<file path="src/rtl/wb_mem_loader.sv">
// wb_mem_loader
//   Wishbone classic slave that streams words into the core's memory while
//   holding the core in reset. Software selects a start address (ADDR),
//   writes words to DATA, and each word is queued with its address in a small
//   FIFO. The FIFO head is presented to the SRAM stage with a valid/ready
//   handshake.
//
//   Register map (word offsets inside the 32-byte window at BASE_ADDR):
//     0 CTRL   rw  bit0 LOAD, bit1 HOLD (HOLD resets to 1)
//     1 ADDR   rw  [19:0] next load word address
//     2 DATA   wo  push {ADDR, data}; reads 0
//     3 STATUS ro  [4:0] occupancy, 8 empty, 9 full, 10 busy, 11 DROP
//     4 CSUM   ro  wrapping sum of popped words (only with WB_MEM_LOADER_CSUM_EN)
//
//   Optional feature: define WB_MEM_LOADER_CSUM_EN to build the CSUM register;
//   without it, select 4 reads 0.
//
// Ports
//   clk, rst_n                       clock, async active-low reset
//   wbs_stb_i/cyc_i/we_i/sel_i       Wishbone control
//   wbs_adr_i, wbs_dat_i             Wishbone byte address / write data
//   wbs_ack_o, wbs_dat_o             registered acknowledge / read data
//   is_loading_memory_into_core      load-mode flag to the SRAM stage
//   reset_core                       core hold-reset (HOLD | LOAD)
//   addr_to_core_mem, data_to_core_mem, load_valid, load_ready
//                                    FIFO head handshake to the SRAM stage
module wb_mem_loader #(
    parameter logic [31:0] BASE_ADDR  = 32'h3000_0000,
    parameter int unsigned FIFO_DEPTH = 4
) (
    input  logic        clk,
    input  logic        rst_n,
    input  logic        wbs_stb_i,
    input  logic        wbs_cyc_i,
    input  logic        wbs_we_i,
    input  logic [3:0]  wbs_sel_i,
    input  logic [31:0] wbs_adr_i,
    input  logic [31:0] wbs_dat_i,
    output logic        wbs_ack_o,
    output logic [31:0] wbs_dat_o,
    output logic        is_loading_memory_into_core,
    output logic        reset_core,
    output logic [19:0] addr_to_core_mem,
    output logic [31:0] data_to_core_mem,
    output logic        load_valid,
    input  logic        load_ready
);

    localparam int unsigned PW        = $clog2(FIFO_DEPTH);
    localparam logic [4:0]  DEPTH_CNT = 5'(FIFO_DEPTH);

    typedef enum logic [1:0] {IDLE, LOADING, DRAIN} state_t;
    state_t state, state_next;

    logic [19:0]   addr_reg;
    logic          hold;
    logic          drop;
    logic [31:0]   rd_data;
    logic [31:0]   status;
    logic [31:0]   csum_rd;

    logic [19:0]   mem_addr [FIFO_DEPTH];
    logic [31:0]   mem_data [FIFO_DEPTH];
    logic [PW-1:0] wr_ptr, rd_ptr;
    logic [4:0]    count, count_next;
    logic          fifo_empty, fifo_full;

    logic          hit, accept, stall, loading;
    logic [2:0]    reg_sel;
    logic          ctrl_wr, addr_wr, data_wr, push, pop;

    // Byte selects are deliberately ignored and the low address bits carry no meaning.
    logic unused_bits;
    assign unused_bits = ^{wbs_sel_i, wbs_adr_i[1:0]};

    assign hit        = wbs_stb_i & wbs_cyc_i & (wbs_adr_i[31:5] == BASE_ADDR[31:5]);
    assign reg_sel    = wbs_adr_i[4:2];
    assign loading    = (state == LOADING);
    assign fifo_empty = (count == 5'd0);
    assign fifo_full  = (count == DEPTH_CNT);
    assign load_valid = (state != IDLE) & ~fifo_empty;
    assign pop        = load_valid & load_ready;

    // A full FIFO only blocks a DATA write that would actually push; a pop in
    // the same cycle frees the slot, so the write goes through.
    assign stall   = hit & wbs_we_i & (reg_sel == 3'd2) & loading & fifo_full & ~pop;
    assign accept  = hit & ~wbs_ack_o & ~stall;
    assign ctrl_wr = accept & wbs_we_i & (reg_sel == 3'd0);
    assign addr_wr = accept & wbs_we_i & (reg_sel == 3'd1);
    assign data_wr = accept & wbs_we_i & (reg_sel == 3'd2);
    assign push    = data_wr & loading;

    assign count_next = count + {4'b0, push} - {4'b0, pop};

    assign is_loading_memory_into_core = (state != IDLE);
    assign reset_core                  = hold | is_loading_memory_into_core;
    assign addr_to_core_mem            = mem_addr[rd_ptr];
    assign data_to_core_mem            = mem_data[rd_ptr];

    // FSM: leaving LOADING/DRAIN looks at post-update occupancy so LOAD falls
    // on the same edge that pops the last word.
    always_ff @(posedge clk or negedge rst_n) begin
        if (!rst_n) state <= IDLE;
        else        state <= state_next;
    end

    always_comb begin
        state_next = state;
        case (state)
            IDLE:    if (ctrl_wr && wbs_dat_i[0]) state_next = LOADING;
            LOADING: if (ctrl_wr && !wbs_dat_i[0])
                         state_next = (count_next == 5'd0) ? IDLE : DRAIN;
            DRAIN:   if (ctrl_wr && wbs_dat_i[0]) state_next = LOADING;
                     else if (count_next == 5'd0)  state_next = IDLE;
            default: state_next = IDLE;
        endcase
    end

    always_ff @(posedge clk or negedge rst_n) begin
        if (!rst_n) begin
            addr_reg <= '0;
            hold     <= 1'b1;
            drop     <= 1'b0;
        end else begin
            if (ctrl_wr) begin
                hold <= wbs_dat_i[1];
                drop <= 1'b0;
            end
            if (data_wr && !loading) drop <= 1'b1;
            if (addr_wr)   addr_reg <= wbs_dat_i[19:0];
            else if (push) addr_reg <= addr_reg + 20'd1;
        end
    end

    always_ff @(posedge clk or negedge rst_n) begin
        if (!rst_n) begin
            wr_ptr <= '0;
            rd_ptr <= '0;
            count  <= '0;
        end else begin
            if (push) wr_ptr <= wr_ptr + 1'b1;
            if (pop)  rd_ptr <= rd_ptr + 1'b1;
            count <= count_next;
        end
    end

    always_ff @(posedge clk) begin
        if (push) begin
            mem_addr[wr_ptr] <= addr_reg;
            mem_data[wr_ptr] <= wbs_dat_i;
        end
    end

`ifdef WB_MEM_LOADER_CSUM_EN
    logic [31:0] csum;
    always_ff @(posedge clk or negedge rst_n) begin
        if (!rst_n)                                     csum <= '0;
        else if (ctrl_wr && wbs_dat_i[0] && state == IDLE) csum <= '0;
        else if (pop)                                   csum <= csum + data_to_core_mem;
    end
    assign csum_rd = csum;
`else
    assign csum_rd = '0;
`endif

    assign status = {20'b0, drop, ~fifo_empty, fifo_full, fifo_empty, 3'b0, count};

    always_comb begin
        rd_data = '0;
        case (reg_sel)
            3'd0:    rd_data = {30'b0, hold, is_loading_memory_into_core};
            3'd1:    rd_data = {12'b0, addr_reg};
            3'd3:    rd_data = status;
            3'd4:    rd_data = csum_rd;
            default: rd_data = '0;
        endcase
    end

    // Read data is registered alongside ack and cleared otherwise, so the bus
    // sees zero whenever ack is low.
    always_ff @(posedge clk or negedge rst_n) begin
        if (!rst_n) begin
            wbs_ack_o <= 1'b0;
            wbs_dat_o <= '0;
        end else begin
            wbs_ack_o <= accept;
            wbs_dat_o <= (accept && !wbs_we_i) ? rd_data : '0;
        end
    end

endmodule

</file>
<file path="config.mk">
export PLATFORM = sky130hd
export DESIGN_NAME = wb_mem_loader
export DESIGN_NICKNAME = d
export VERILOG_FILES = /design/src/rtl/wb_mem_loader.sv
export SDC_FILE = /design/constraint.sdc
export NUM_CORES = 1
export LEC_CHECK = 0
export ABC_AREA = 1
export BUFFER_PORTS_ARGS = -buffer_cell sky130_fd_sc_hd__buf_4
export CAP_MARGIN = 0
export CELL_PAD_IN_SITES_DETAIL_PLACEMENT = 0
export CELL_PAD_IN_SITES_GLOBAL_PLACEMENT = 1
export CORE_ASPECT_RATIO = 0.6
export CORE_MARGIN = 4
export CORE_UTILIZATION = 45
export CTS_BUF_LIST = sky130_fd_sc_hd__clkbuf_16
export DETAILED_ROUTE_END_ITERATION = 7
export PLACE_DENSITY = 0.86
export SYNTH_ARGS = -nofsm -noshare
export SYNTH_HDL_FRONTEND = slang
export SYNTH_SLANG_ARGS = --single-unit
</file>
<file path="constraint.sdc">
create_clock -name clk -period 4.9 [get_ports clk]
set_input_delay 0 -clock clk [delete_from_list [all_inputs] [get_ports clk]]
set_output_delay 0 -clock clk [all_outputs]
set_load 0.01 [all_outputs]
</file>
==> summary.txt <==
Hold path
  • Hold path start: wbs_adr_i[30]
  • Min-Delay Path Class: in -> reg
  • Hold-critical path depth: 8
  • Hold path endpoint: wbs_ack_o

Final layout
  • Final instance area: around 0.013 mm^2
  • Layout cells sized above 1: around 20%
  • Top Registers: mem_data x128, mem_addr x80
  • Max FFs per register: 128
  • NumNets Final: approximately 1,200
  • Register with the most flip-flops: mem_data
  • Post-layout instance count excluding filler cells: ~1,400
  • Synth-to-Final Area Change: 22.5%
  • Most frequent cells in the layout: 208 x edfxtp_1, 179 x nor2_1, 147 x buf_4
  • Commonest non-fill, non-tap cell in the layout: edfxtp_1
  • # diodes: 0

Global route
  • Pin count of the biggest net entering global routing: approximately 110
  • Initial antenna violation count: 0
  • Vias in the first global route: between 7,000 and 8,000
  • Total global-route track usage: between 10% and 20%
  • Global-route wire length before repair: ~42 mm
  • Grt ovf: 0

Route
  • Vias/cell: between 5 and 6
  • WL met2: 11.9 mm
  • DR pass1 iterations: 5
  • Post-route ant nets: 0
  • Drt initial violations: about 690
  • WL/cell: roughly 19 um
  • Drt drc: 0
  • Post-Route WL: between 20 and 30 mm
  • M1 WL: about 13 mm
  • Detail Route met3 WL: between 1.5 and 2 mm
  • Detailed-route via count: 7,635
  • Top sig layer: met4

Floorplanning
  • Die W: roughly 210 um
  • Die area: about 0.027 mm^2
  • Io pins: between 150 and 200
  • Rows: 43
  • Core Area: ~0.024 mm^2
  • Chip height: about 130 um
  • Starting Density: 46.7%

Critical path
  • R2r worst-path depth: 18
  • Most frequent cell on the critical path: ha_1
  • Req. time, crit path: about 5300 ps
  • Crit path DAT: between 3000 and 4000 ps
  • Crit-path cells: inv_1 > ha_1 > nand3_2 > nand3_2 > nand2_4 > nand2_2 > inv_2 > nand2_2 > ha_1 > inv_1 > ha_1 > fa_1 > a21oi_1 > o21bai_1 > xor2_1 > nand3_1 > o21ai_0 > nor2_1
  • CP Max Fanout: 9
  • Crit path kind: reg -> reg
  • Crit. End Element: register
  • Reg-to-reg critical path startpoint: count[2]
  • Setup crit start kind: register
  • Slowest stage delay, CP: around 420 ps
  • Crit Reg-Reg Endpoint: state[1]
  • Crit path max-delay family: adder cells
  • Worst Path Buf+Inv: 3
  • Levels on crit path: 18
  • R2R setup slack: ~1400 ps
  • Critical Path Slowest Stage Cell: fa_1

Yosys
  • Register area share after synthesis: between 60% and 70%
  • Post-synth EDFFs: 208
  • Asr flop ratio synth: between 20% and 30%
  • Mapped Avg Cell Area: roughly 12 um^2
  • Compound-cell area share of the yosys netlist: around a tenth
  • Synthesized cell area: 0.0110 mm^2
  • Distinct cell type count of the synthesized netlist: 42
  • Synth Area in Adders: roughly 1.4%
  • Number of synthesized register bits: between 200 and 300
  • Simple-Gate Fraction of Synth Area: a little over an eighth
  • Area share of xor/xnor cells in the synthesized design: 1.52%
  • Commonest register cell after synthesis: edfxtp_1
  • Largest family of logic cells by synthesized area: simple AND/OR/NAND/NOR gates
  • Synth warn: 0
  • Mux cell area share after synthesis: 0%
  • Cell count after synthesis: between 900 and 1,000

STA
  • Clock Skew: about 18 ps
  • Period utilization: 71.4%
  • Period minus WS final: 3500 ps
  • Setup_tns: 0 ps
  • Final count of hold timing violations: 0
  • Slew @ Worst Pin: between 1000 and 1500 ps
  • Unrepaired setup endpoints after global routing: false
  • Max-slew headroom: between 20 and 25%
  • Worst Hold Margin: about 20 ps
  • Peak Freq: about 290 MHz
  • Slew Limit Fails: 0
  • Setup violators final: 0

Clocking
  • Root Driver: clkbuf_16
  • H-tree depth: 1
  • Total CTS buffers: 24
  • Clock sink total: 262
  • CTS tree: yes
  • CTS Buffer Depth: 3
  • Clk pin slew, worst setup/hold paths: 70 ps
  • Clock latency at the later pin of the worst-skew pair: 520 ps

Run
  • Max Cap Viol: 0

Power
  • Switching fraction of total power: roughly a fifth
  • Seq pwr share: 56.9%
  • Design Power: between 4 and 5 mW
  • Logic pwr share: under 10%
  • Clock network power share: 40.3%
  • Internal power: around 3.3 mW
  • PD cells: roughly 310 mW/mm^2
  • NetSw: about 0.86 mW
  • Maximum VDD drop: approximately 0.27 mV
  • Total leakage power: ~5.2 nW

Placed design
  • Gpl congestion: between 0.8 and 0.9
  • HPWL Detailed: 16.8 mm
  • DP Cell Count: 1,364
  • Number of port buffers: roughly 140
  • DP Area: between 0.01 and 0.015 mm^2

Outcome
  • Outcome: completed
[layout make-up]
type / instances / area, um^2
Sequential cell: 262 / 7600
Fill cell: 1940 / 10100
Multi-Input combinational cell: 578 / 2970
Clock buffer: 24 / 601
Inverter: 59 / 224
Tap cell: 315 / 394
Clock inverter: 20 / 100
Timing Repair Buffer: 189 / 1550
[stage by stage]
step,setup slack (ps),util [%]
final,1400,57.2
after global routing,1190,57.2
after detailed placement,1510,52.5
after CTS,1450,57.2
after global placement,1570,52.5
after floorplan,1040,-
[synth_stat cells, types with 2 or more instances]
cell,count,area (um^2)
a21oi_1,6,30.0
a22oi_1,12,90.1
a31oi_1,2,12.5
buf_2,2,10.0
buf_4,13,97.6
clkbuf_1,34,128
clkinv_1,2,7.51
dfrtp_1,53,1330
edfxtp_1,208,6250
ha_1,11,138
inv_1,51,191
inv_2,5,18.8
nand2_1,99,372
nand2_2,4,25.0
nand2_4,2,22.5
nand3_1,15,75.1
nand3_2,6,60.1
nand4_1,5,31.3
nor2_1,183,687
nor2_2,3,18.8
nor2_4,2,22.5
nor3_1,13,65.1
nor3_2,3,30.0
o211ai_1,8,60.1
o21ai_0,109,546
o22ai_1,53,332
or2_2,2,12.5
xnor2_1,3,26.3
xor2_1,16,140
[worst max-delay path by stage]
stage                     end  slack (ps)      from
6_report             state[1]        1400  count[2]
3_3_place_gp         state[1]        1570  count[2]
2_1_floorplan  mem_addr[0][0]        1040  count[2]
4_1_cts              state[1]        1450  count[2]
5_1_grt              state[1]        1190  count[2]
3_5_place_dp         state[1]        1510  count[2]
[per-layer routing]
| layer | track usage [%] | vias to the layer above |
|---|---|---|
| li1 | - | 3626 |
| met1 | 31.1 | 3688 |
| met2 | 29.6 | 293 |
| met3 | 2.97 | 28 |
| met4 | 3.30 | 0 |
| met5 | 0 | - |
[worst register-to-register path, cell delays in order, from the launching register on]
cell and delay [ps]:
dfrtp_1 370, inv_1 80, ha_1 220, nand3_2 120
nand3_2 150, nand2_4 150, nand2_2 110, inv_2 90
nand2_2 220, ha_1 380, inv_1 40, ha_1 190
fa_1 420, a21oi_1 190, o21bai_1 100, xor2_1 230
nand3_1 130, o21ai_0 110, nor2_1 70
[logic make-up (layout without fill, tap and decap cells)]
| logic type | count (synthesis) | after routing |
|---|---|---|
| adders and majority gates | 12 | 12 |
| and+or+nand+nor | 342 | 342 |
| DFF | 262 | 262 |
| buffers and inverters | 109 | 292 |
| AOI/OAI and AO/OA | 193 | 193 |
| xor gates and xnor gates | 19 | 19 |
| other | 1 | 12 |
[power by group through the flow]
stage | logic, mW | clock network (mW) | registers [mW]
floorplan | 0.0263 | 0 | 2.44
global placement | 0.0931 | 0 | 2.44
detailed placement | 0.0953 | 0 | 2.44
CTS | 0.120 | 1.72 | 2.39
global route | 0.132 | 1.81 | 2.39
finish | 0.121 | 1.69 | 2.39
[repair_timing]
action / CTS / global route
hold buffers: 39 / 0
gates resized for setup: 0 / 0
endpoints found under the hold margin: 220 / 0
buffers inserted: 0 / 0
Power figures use the tool's default switching activity.
